**config.mk**
```make
export PLATFORM = sky130hd
export DESIGN_NAME = window_3x3_line_buffer_flat
export DESIGN_NICKNAME = d
export VERILOG_FILES = /design/src/rtl/window_3x3_line_buffer_if.sv /design/src/rtl/window_3x3_line_buffer.sv /design/src/flat_wrapper.sv
export SDC_FILE = /design/constraint.sdc
export NUM_CORES = 2
export LEC_CHECK = 0
export BUFFER_PORTS_ARGS = -buffer_cell sky130_fd_sc_hd__buf_2
export CAP_MARGIN = 30
export CELL_PAD_IN_SITES_DETAIL_PLACEMENT = 0
export CELL_PAD_IN_SITES_GLOBAL_PLACEMENT = 2
export CORE_ASPECT_RATIO = 1.75
export CORE_MARGIN = 2
export CORE_UTILIZATION = 43
export CTS_BUF_LIST = sky130_fd_sc_hd__clkbuf_16
export DETAILED_ROUTE_END_ITERATION = 6
export MAX_ROUTING_LAYER = met4
export PLACE_DENSITY_LB_ADDON = 0.1
export SLEW_MARGIN = 30
export SYNTH_ARGS = -nofsm -noshare
export SYNTH_HDL_FRONTEND = slang
export SYNTH_SLANG_ARGS = --single-unit
```
**constraint.sdc**
```tcl
create_clock -name PixelClk -period 8.9 [get_ports PixelClk]
set_clock_uncertainty 0.15 [all_clocks]
set_input_delay 0.445 -clock PixelClk [delete_from_list [all_inputs] [get_ports PixelClk]]
set_output_delay 0.445 -clock PixelClk [all_outputs]
set_load 0.02 [all_outputs]
```
**src/rtl/window_3x3_line_buffer_if.sv**
```systemverilog
// Pixel-stream / window bus for the 3x3 line-buffer feeder.
// The master drives the raster pixel stream and observes the window outputs;
// the slave (the line buffer) consumes pixels and produces windows.
interface window_3x3_line_buffer_if #(
    parameter int PIX_W = 8
);
    // Pixel stream side
    logic               sof;
    logic               pix_valid;
    logic [PIX_W-1:0]   pix_in;

    // Window side
    logic [9*PIX_W-1:0] win;
    logic               win_valid;
    logic [9:0]         win_x;
    logic [9:0]         win_y;
    logic               frame_done;

    modport master (
        output sof,
        output pix_valid,
        output pix_in,
        input  win,
        input  win_valid,
        input  win_x,
        input  win_y,
        input  frame_done
    );

    modport slave (
        input  sof,
        input  pix_valid,
        input  pix_in,
        output win,
        output win_valid,
        output win_x,
        output win_y,
        output frame_done
    );
endinterface

```
**src/rtl/window_3x3_line_buffer.sv**
```systemverilog
// 3x3 neighbourhood generator for the edge-detection stage.
// Two line buffers hold the previous two rows; a three-column shift window
// combines them with the incoming pixel so that one complete 3x3 window is
// produced per accepted pixel once the window lies fully inside the image.
// Border pixels never produce a window (no edge replication).
module window_3x3_line_buffer #(
    parameter int IMG_W = 222,
    parameter int IMG_H = 138,
    parameter int PIX_W = 8
) (
    input  logic                     PixelClk,
    input  logic                     nRST,
    window_3x3_line_buffer_if.slave  bus
);

    localparam int         AW       = (IMG_W > 1) ? $clog2(IMG_W) : 1;
    localparam logic [9:0] COL_LAST = 10'(IMG_W - 1);
    localparam logic [9:0] ROW_LAST = 10'(IMG_H - 1);

    typedef enum logic [1:0] {
        ST_IDLE   = 2'd0,
        ST_FILL   = 2'd1,
        ST_STREAM = 2'd2,
        ST_DONE   = 2'd3
    } state_t;

    state_t               state_r;
    logic [9:0]           col_r;
    logic [9:0]           row_r;
    logic                 frame_done_r;

    // Line buffers: lb0 holds row y-1, lb1 holds row y-2 (never reset)
    logic [PIX_W-1:0]     lb0_r [0:IMG_W-1];
    logic [PIX_W-1:0]     lb1_r [0:IMG_W-1];

    // Shift window columns, packed {top, mid, bottom}; col1 = x-1, col2 = x-2
    logic [3*PIX_W-1:0]   col1_r;
    logic [3*PIX_W-1:0]   col2_r;

    logic [9*PIX_W-1:0]   win_r;
    logic                 win_valid_r;
    logic [9:0]           win_x_r;
    logic [9:0]           win_y_r;

    logic                 restart_s;
    logic                 accept_s;
    logic [9:0]           pos_x_s;
    logic [9:0]           pos_y_s;
    logic [9:0]           next_col_s;
    logic [9:0]           next_row_s;
    logic                 last_pix_s;
    logic                 win_ok_s;
    logic [AW-1:0]        addr_s;
    logic [PIX_W-1:0]     rd0_s;
    logic [PIX_W-1:0]     rd1_s;
    logic [3*PIX_W-1:0]   new_col_s;
    logic [9*PIX_W-1:0]   win_s;

    // Acceptance and effective pixel position (sof forces the pixel to (0,0))
    always_comb begin
        restart_s = bus.sof & bus.pix_valid;
        if (restart_s) begin
            accept_s = 1'b1;
        end else if (bus.pix_valid && (state_r == ST_FILL || state_r == ST_STREAM)) begin
            // A finished frame (DONE) only resumes through a new sof
            accept_s = 1'b1;
        end else begin
            accept_s = 1'b0;
        end

        if (restart_s) begin
            pos_x_s = 10'd0;
            pos_y_s = 10'd0;
        end else begin
            pos_x_s = col_r;
            pos_y_s = row_r;
        end
    end

    // Raster position bookkeeping for the pixel after the current one
    always_comb begin
        if (pos_x_s == COL_LAST) begin
            next_col_s = 10'd0;
            next_row_s = pos_y_s + 10'd1;
        end else begin
            next_col_s = pos_x_s + 10'd1;
            next_row_s = pos_y_s;
        end
        last_pix_s = (pos_x_s == COL_LAST) && (pos_y_s == ROW_LAST);
        win_ok_s   = (pos_x_s >= 10'd2) && (pos_y_s >= 10'd2);
    end

    // Line-buffer read port and assembly of the candidate 3x3 window
    always_comb begin
        addr_s    = pos_x_s[AW-1:0];
        rd0_s     = lb0_r[addr_s];
        rd1_s     = lb1_r[addr_s];
        new_col_s = {rd1_s, rd0_s, bus.pix_in};
        win_s     = {col2_r[3*PIX_W-1:2*PIX_W], col1_r[3*PIX_W-1:2*PIX_W], rd1_s,
                     col2_r[2*PIX_W-1:PIX_W],   col1_r[2*PIX_W-1:PIX_W],   rd0_s,
                     col2_r[PIX_W-1:0],         col1_r[PIX_W-1:0],         bus.pix_in};
    end

    // Line-buffer write: reads above see the old contents in the same cycle
    always_ff @(posedge PixelClk) begin
        if (accept_s) begin
            lb1_r[addr_s] <= rd0_s;
            lb0_r[addr_s] <= bus.pix_in;
        end
    end

    // Frame FSM with raster counters and the registered frame_done pulse
    always_ff @(posedge PixelClk or negedge nRST) begin
        if (!nRST) begin
            state_r      <= ST_IDLE;
            col_r        <= 10'd0;
            row_r        <= 10'd0;
            frame_done_r <= 1'b0;
        end else begin
            frame_done_r <= 1'b0;
            if (restart_s) begin
                state_r <= ST_FILL;
                col_r   <= next_col_s;
                row_r   <= next_row_s;
            end else if (accept_s) begin
                col_r <= next_col_s;
                row_r <= next_row_s;
                case (state_r)
                    ST_FILL: begin
                        if (pos_x_s == 10'd0 && pos_y_s == 10'd2) begin
                            state_r <= ST_STREAM;
                        end else begin
                            state_r <= ST_FILL;
                        end
                    end
                    ST_STREAM: begin
                        if (last_pix_s) begin
                            state_r      <= ST_DONE;
                            col_r        <= 10'd0;
                            row_r        <= 10'd0;
                            frame_done_r <= 1'b1;
                        end else begin
                            state_r <= ST_STREAM;
                        end
                    end
                    default: begin
                        state_r <= ST_IDLE;
                    end
                endcase
            end else if (state_r == ST_DONE) begin
                state_r <= ST_IDLE;
            end else begin
                state_r <= state_r;
            end
        end
    end

    // Column shift registers; history is cleared at the start of every row
    always_ff @(posedge PixelClk or negedge nRST) begin
        if (!nRST) begin
            col1_r <= {(3*PIX_W){1'b0}};
            col2_r <= {(3*PIX_W){1'b0}};
        end else if (accept_s) begin
            if (pos_x_s == 10'd0) begin
                col2_r <= {(3*PIX_W){1'b0}};
            end else begin
                col2_r <= col1_r;
            end
            col1_r <= new_col_s;
        end else begin
            col1_r <= col1_r;
            col2_r <= col2_r;
        end
    end

    // Registered window output; win and position hold when no window is emitted
    always_ff @(posedge PixelClk or negedge nRST) begin
        if (!nRST) begin
            win_r       <= {(9*PIX_W){1'b0}};
            win_valid_r <= 1'b0;
            win_x_r     <= 10'd0;
            win_y_r     <= 10'd0;
        end else if (accept_s && win_ok_s) begin
            win_r       <= win_s;
            win_valid_r <= 1'b1;
            win_x_r     <= pos_x_s - 10'd1;
            win_y_r     <= pos_y_s - 10'd1;
        end else begin
            win_valid_r <= 1'b0;
        end
    end

    assign bus.win        = win_r;
    assign bus.win_valid  = win_valid_r;
    assign bus.win_x      = win_x_r;
    assign bus.win_y      = win_y_r;
    assign bus.frame_done = frame_done_r;

endmodule

```
**src/flat_wrapper.sv**
```systemverilog
// flat-port wrapper written by rule: the top's interface ports become plain ports
module window_3x3_line_buffer_flat 
#(
    parameter int IMG_W = 222,
    parameter int IMG_H = 138,
    parameter int PIX_W = 8
)
  (PixelClk, nRST, bus_sof, bus_pix_valid, bus_pix_in, bus_win, bus_win_valid, bus_win_x, bus_win_y, bus_frame_done);
  window_3x3_line_buffer_if #(.PIX_W(PIX_W)) bus_i ();
  input  logic PixelClk;
  input  logic nRST;
  input wire logic [$bits(bus_i.sof)-1:0] bus_sof;
  input wire logic [$bits(bus_i.pix_valid)-1:0] bus_pix_valid;
  input wire logic [$bits(bus_i.pix_in)-1:0] bus_pix_in;
  output wire logic [$bits(bus_i.win)-1:0] bus_win;
  output wire logic [$bits(bus_i.win_valid)-1:0] bus_win_valid;
  output wire logic [$bits(bus_i.win_x)-1:0] bus_win_x;
  output wire logic [$bits(bus_i.win_y)-1:0] bus_win_y;
  output wire logic [$bits(bus_i.frame_done)-1:0] bus_frame_done;
  assign bus_i.sof = bus_sof;
  assign bus_i.pix_valid = bus_pix_valid;
  assign bus_i.pix_in = bus_pix_in;
  assign bus_win = bus_i.win;
  assign bus_win_valid = bus_i.win_valid;
  assign bus_win_x = bus_i.win_x;
  assign bus_win_y = bus_i.win_y;
  assign bus_frame_done = bus_i.frame_done;
  window_3x3_line_buffer #(.IMG_W(IMG_W), .IMG_H(IMG_H), .PIX_W(PIX_W)) u_core (.PixelClk(PixelClk), .nRST(nRST), .bus(bus_i));
endmodule
```
==> out/metrics.cfg <==
[logic_synthesis]
ys_seq_elements = 3716
yosysTopAreaCell = edfxtp_1
synth_fp_nets = 9701
synth_area_um2 = 149200
syn_inst = 9684
synth_top_flop_cell = edfxtp_1
synth.most_common_cell = edfxtp_1
synth_enable_flop_cells = 3552
synthDistinctLibCells = 92
synth_area_leaders = edfxtp_1 (72%), mux2i_1 (4.3%), dfrtp_1 (2.8%), a21oi_1 (2.3%), nor2_1 (1.6%)
synthArstFlopShare_pct = 4.413
synth_top_area_share_pct = 71.51
synthTopCellsByCount = edfxtp_1 (3552), a21oi_1 (677), nor2_1 (653), mux2i_1 (647), nand2_1 (489)
synth.avg_cell_area_um2 = 15.40
ys_warn_count = 0
ys_seq_area_share_pct = 74.26

[clock_network]
clk_pin_slew_ns = 0.06
insertion_delay_ns = 0.97
clock_sinks = 3716
cts-resized-gates = 0
cts_setup_buffers = 0
cts_hold_buffers = 8
root_buffer = clkbuf_16
htree_levels = 5
cts.path.max_buffers = 4
cts_tree = built
cts_made_buffers = 349

[placed_design]
gp_congestion = 0.9429
port_buffers = 105
place.detailed.hpwl_mm = 362.8
preCtsSetupSlack_ns = 2.198
placed_area_um2 = 157400

[outcome]
status = finished with violations
failed_checks = design-rule violations

[setup_path]
cp.required_ns = 9.25
crit_path_end_kind = register
arrival_ns = 7.43
critPathLaunchType = register
path_class = register to register
path_max_fanout = 99

[worst_hold_path]
hold_path_class = primary input to register

[timing]
drv_slew = 0
grt_setup_unrepaired = false
hold_violations = 0
fin_tns_setup_ns = 0
finalSetupViolCount = 0
clock.fmax_mhz = 141.2
final.min_clock_period_ns = 7.083
finalCritPeriodShare_pct = 79.58
setup_ws_ns = 1.817
maxSlewHeadroom_pct = 20.80
tightest_slew_ns = 1.188

[global_routing]
grt_max_degree = 163
grt_pass1_wl_mm = 800.3
grt-ovfl-total = 0
track_usage_pct = 34.04
antenna_found_initial = 52
grt_pass1_vias = 91987

[die]
die_width_um = 449.2
coreArea_um2 = 346000
initial_core_util_pct = 43.10
fp.dieH_um = 783.1
pin_count = 106
rows = 286
design.die.area_um2 = 351800

[route]
wl_per_cell_um = 40.27
route.detailed.drc = 12
antenna_left = 0
via_per_inst = 6.479
routed_wl_mm = 597.1
dr.pass1.iters = 7
vias = 96077
drtIter0Drc = 12980

[layout]
multi_input_area_um2 = 35630
fin_area_um2 = 168800
area_delta_synth_final_pct = 13.19
fill_cells = 29523
fin_nets = 9900
final_layout_size_suffix_gt1_share_pct = 14.57
seq_area_um2 = 110800

[power]
total_power_w = 0.05162
peakVddDrop_mv = 0.3591
leakage_nw = 56.99
power_density_nw_per_um2 = 305.7

[job]
drv_cap = 0

## per-layer routing
layer  up-vias  routed length, um  GRT usage [%]  share of wire (%)
met4         0              47250          22.71                7.9
met5         -                  0              -                  0
li1      39139                  -              -                  -
met1     50351             213200          39.06                 36
met3      1328              44890          5.459                7.5
met2      5259             291700          55.27                 49
## power by group
part / switching, W / internal [W]
clock network: 0.00671 / 0.00831
logic: 0.0114 / 0.00347
registers: 0.000166 / 0.0215
total: 0.0183 / 0.0333
## registers in the layout, indices dropped and copies added (netlist names)
register               cells
u_core.col_r              10
u_core.lb1_r            1776
u_core.bus.win_valid       1
u_core.col1_r             24
u_core.bus.win_x          10
u_core.bus.win_y          10
u_core.col2_r             24
u_core.lb0_r            1776
u_core.state_r             2
u_core.row_r              10
u_core.bus.frame_done      1
u_core.bus.win            72
## cell type report
cell class / instances / share of cell area [%]
clock inverter: 266 / 1.260
timing repair buffer: 630 / 3.118
tap: 4608 / 3.415
inverter: 17 / 0.06003
multi-input combinational: 5169 / 21.11
sequential: 3716 / 65.61
clock buffer: 360 / 5.336
antenna: 62 / 0.09189
## critical path, cell delays in order, from the launching register on
cell     delay [ns]
dfrtp_4        0.64
buf_12         0.53
buf_4          0.77
buf_4          0.79
mux2_2         0.41
o22ai_1        0.25
o21ai_0        0.14
o31ai_2        0.64
nand4_1        0.48
a31oi_1        0.63
inv_8          0.31
buf_12         0.35
## layout by cell type, fill, tap and decap left out, types with 55 or more instances in the layout
cell type	netlist	routed
nor2_1	653	500
o21ai_0	373	365
a2bb2oi_1	56	56
a31oi_1	75	63
a221oi_1	267	267
nor2_2	1	112
a221o_1	177	176
mux2i_1	647	647
nand2b_1	165	164
o211ai_1	56	56
a211oi_1	142	139
or3_1	93	93
a22o_1	61	61
o221ai_1	69	69
inv_1	14	87
mux2_2	68	68
a21oi_1	677	671
buf_2	344	95
clkinv_1	0	75
clkinv_2	0	55
nand2_1	489	478
a22oi_1	88	88
dfrtp_1	164	159
diode_2	0	62
edfxtp_1	3552	3552
clkbuf_16	0	360
o22ai_1	324	324
nand3_1	101	89
buf_4	125	464
## cell families after synthesis
family                   count (synthesis)  synth area share (%)
AO/OA/AOI/OAI                         2671                 12.29
XOR/XNOR                                12               0.07046
adder cells (fa/ha/maj)                  5               0.04194
buffers and inverters                  799                 2.750
flip-flops                            3716                 74.26
multiplexers                           742                 5.263
AND/OR/NAND/NOR                       1739                 5.322
## per-stage QoR
step,instances,hold slack (ns),utilization [%]
floorplan,9684,-0.0005911,-
global placement,14124,0.3021,45.38
detailed placement,14130,0.3064,45.48
CTS,14764,0.007387,48.73
global route,14813,0.04071,48.78
finish,14828,0.03841,48.79
## path summary, 6_finish.rpt
path | start | to | slack [ns] | cells past startpoint
max | u_core.col_r[0]$_DFFE_PN0P_ | u_core.lb1_r[195][2]$_DFFE_PP_ | 1.82 | 11
min reg2reg | u_core.col2_r[10]$_DFFE_PN0P_ | u_core.bus.win[42]$_DFFE_PN0P_ | 0.31 | 2
min | bus_pix_in[3] | u_core.lb0_r[103][3]$_DFFE_PP_ | 0.04 | 1
max reg2reg | u_core.col_r[0]$_DFFE_PN0P_ | u_core.lb1_r[195][2]$_DFFE_PP_ | 1.82 | 11
min in group asynchronous | nRST | u_core.bus.win[6]$_DFFE_PN0P_ | 0.54 | 4
max in group asynchronous | nRST | u_core.bus.win[61]$_DFFE_PN0P_ | 6.69 | 5
No activity file was read; power rests on OpenSTA's default activity.
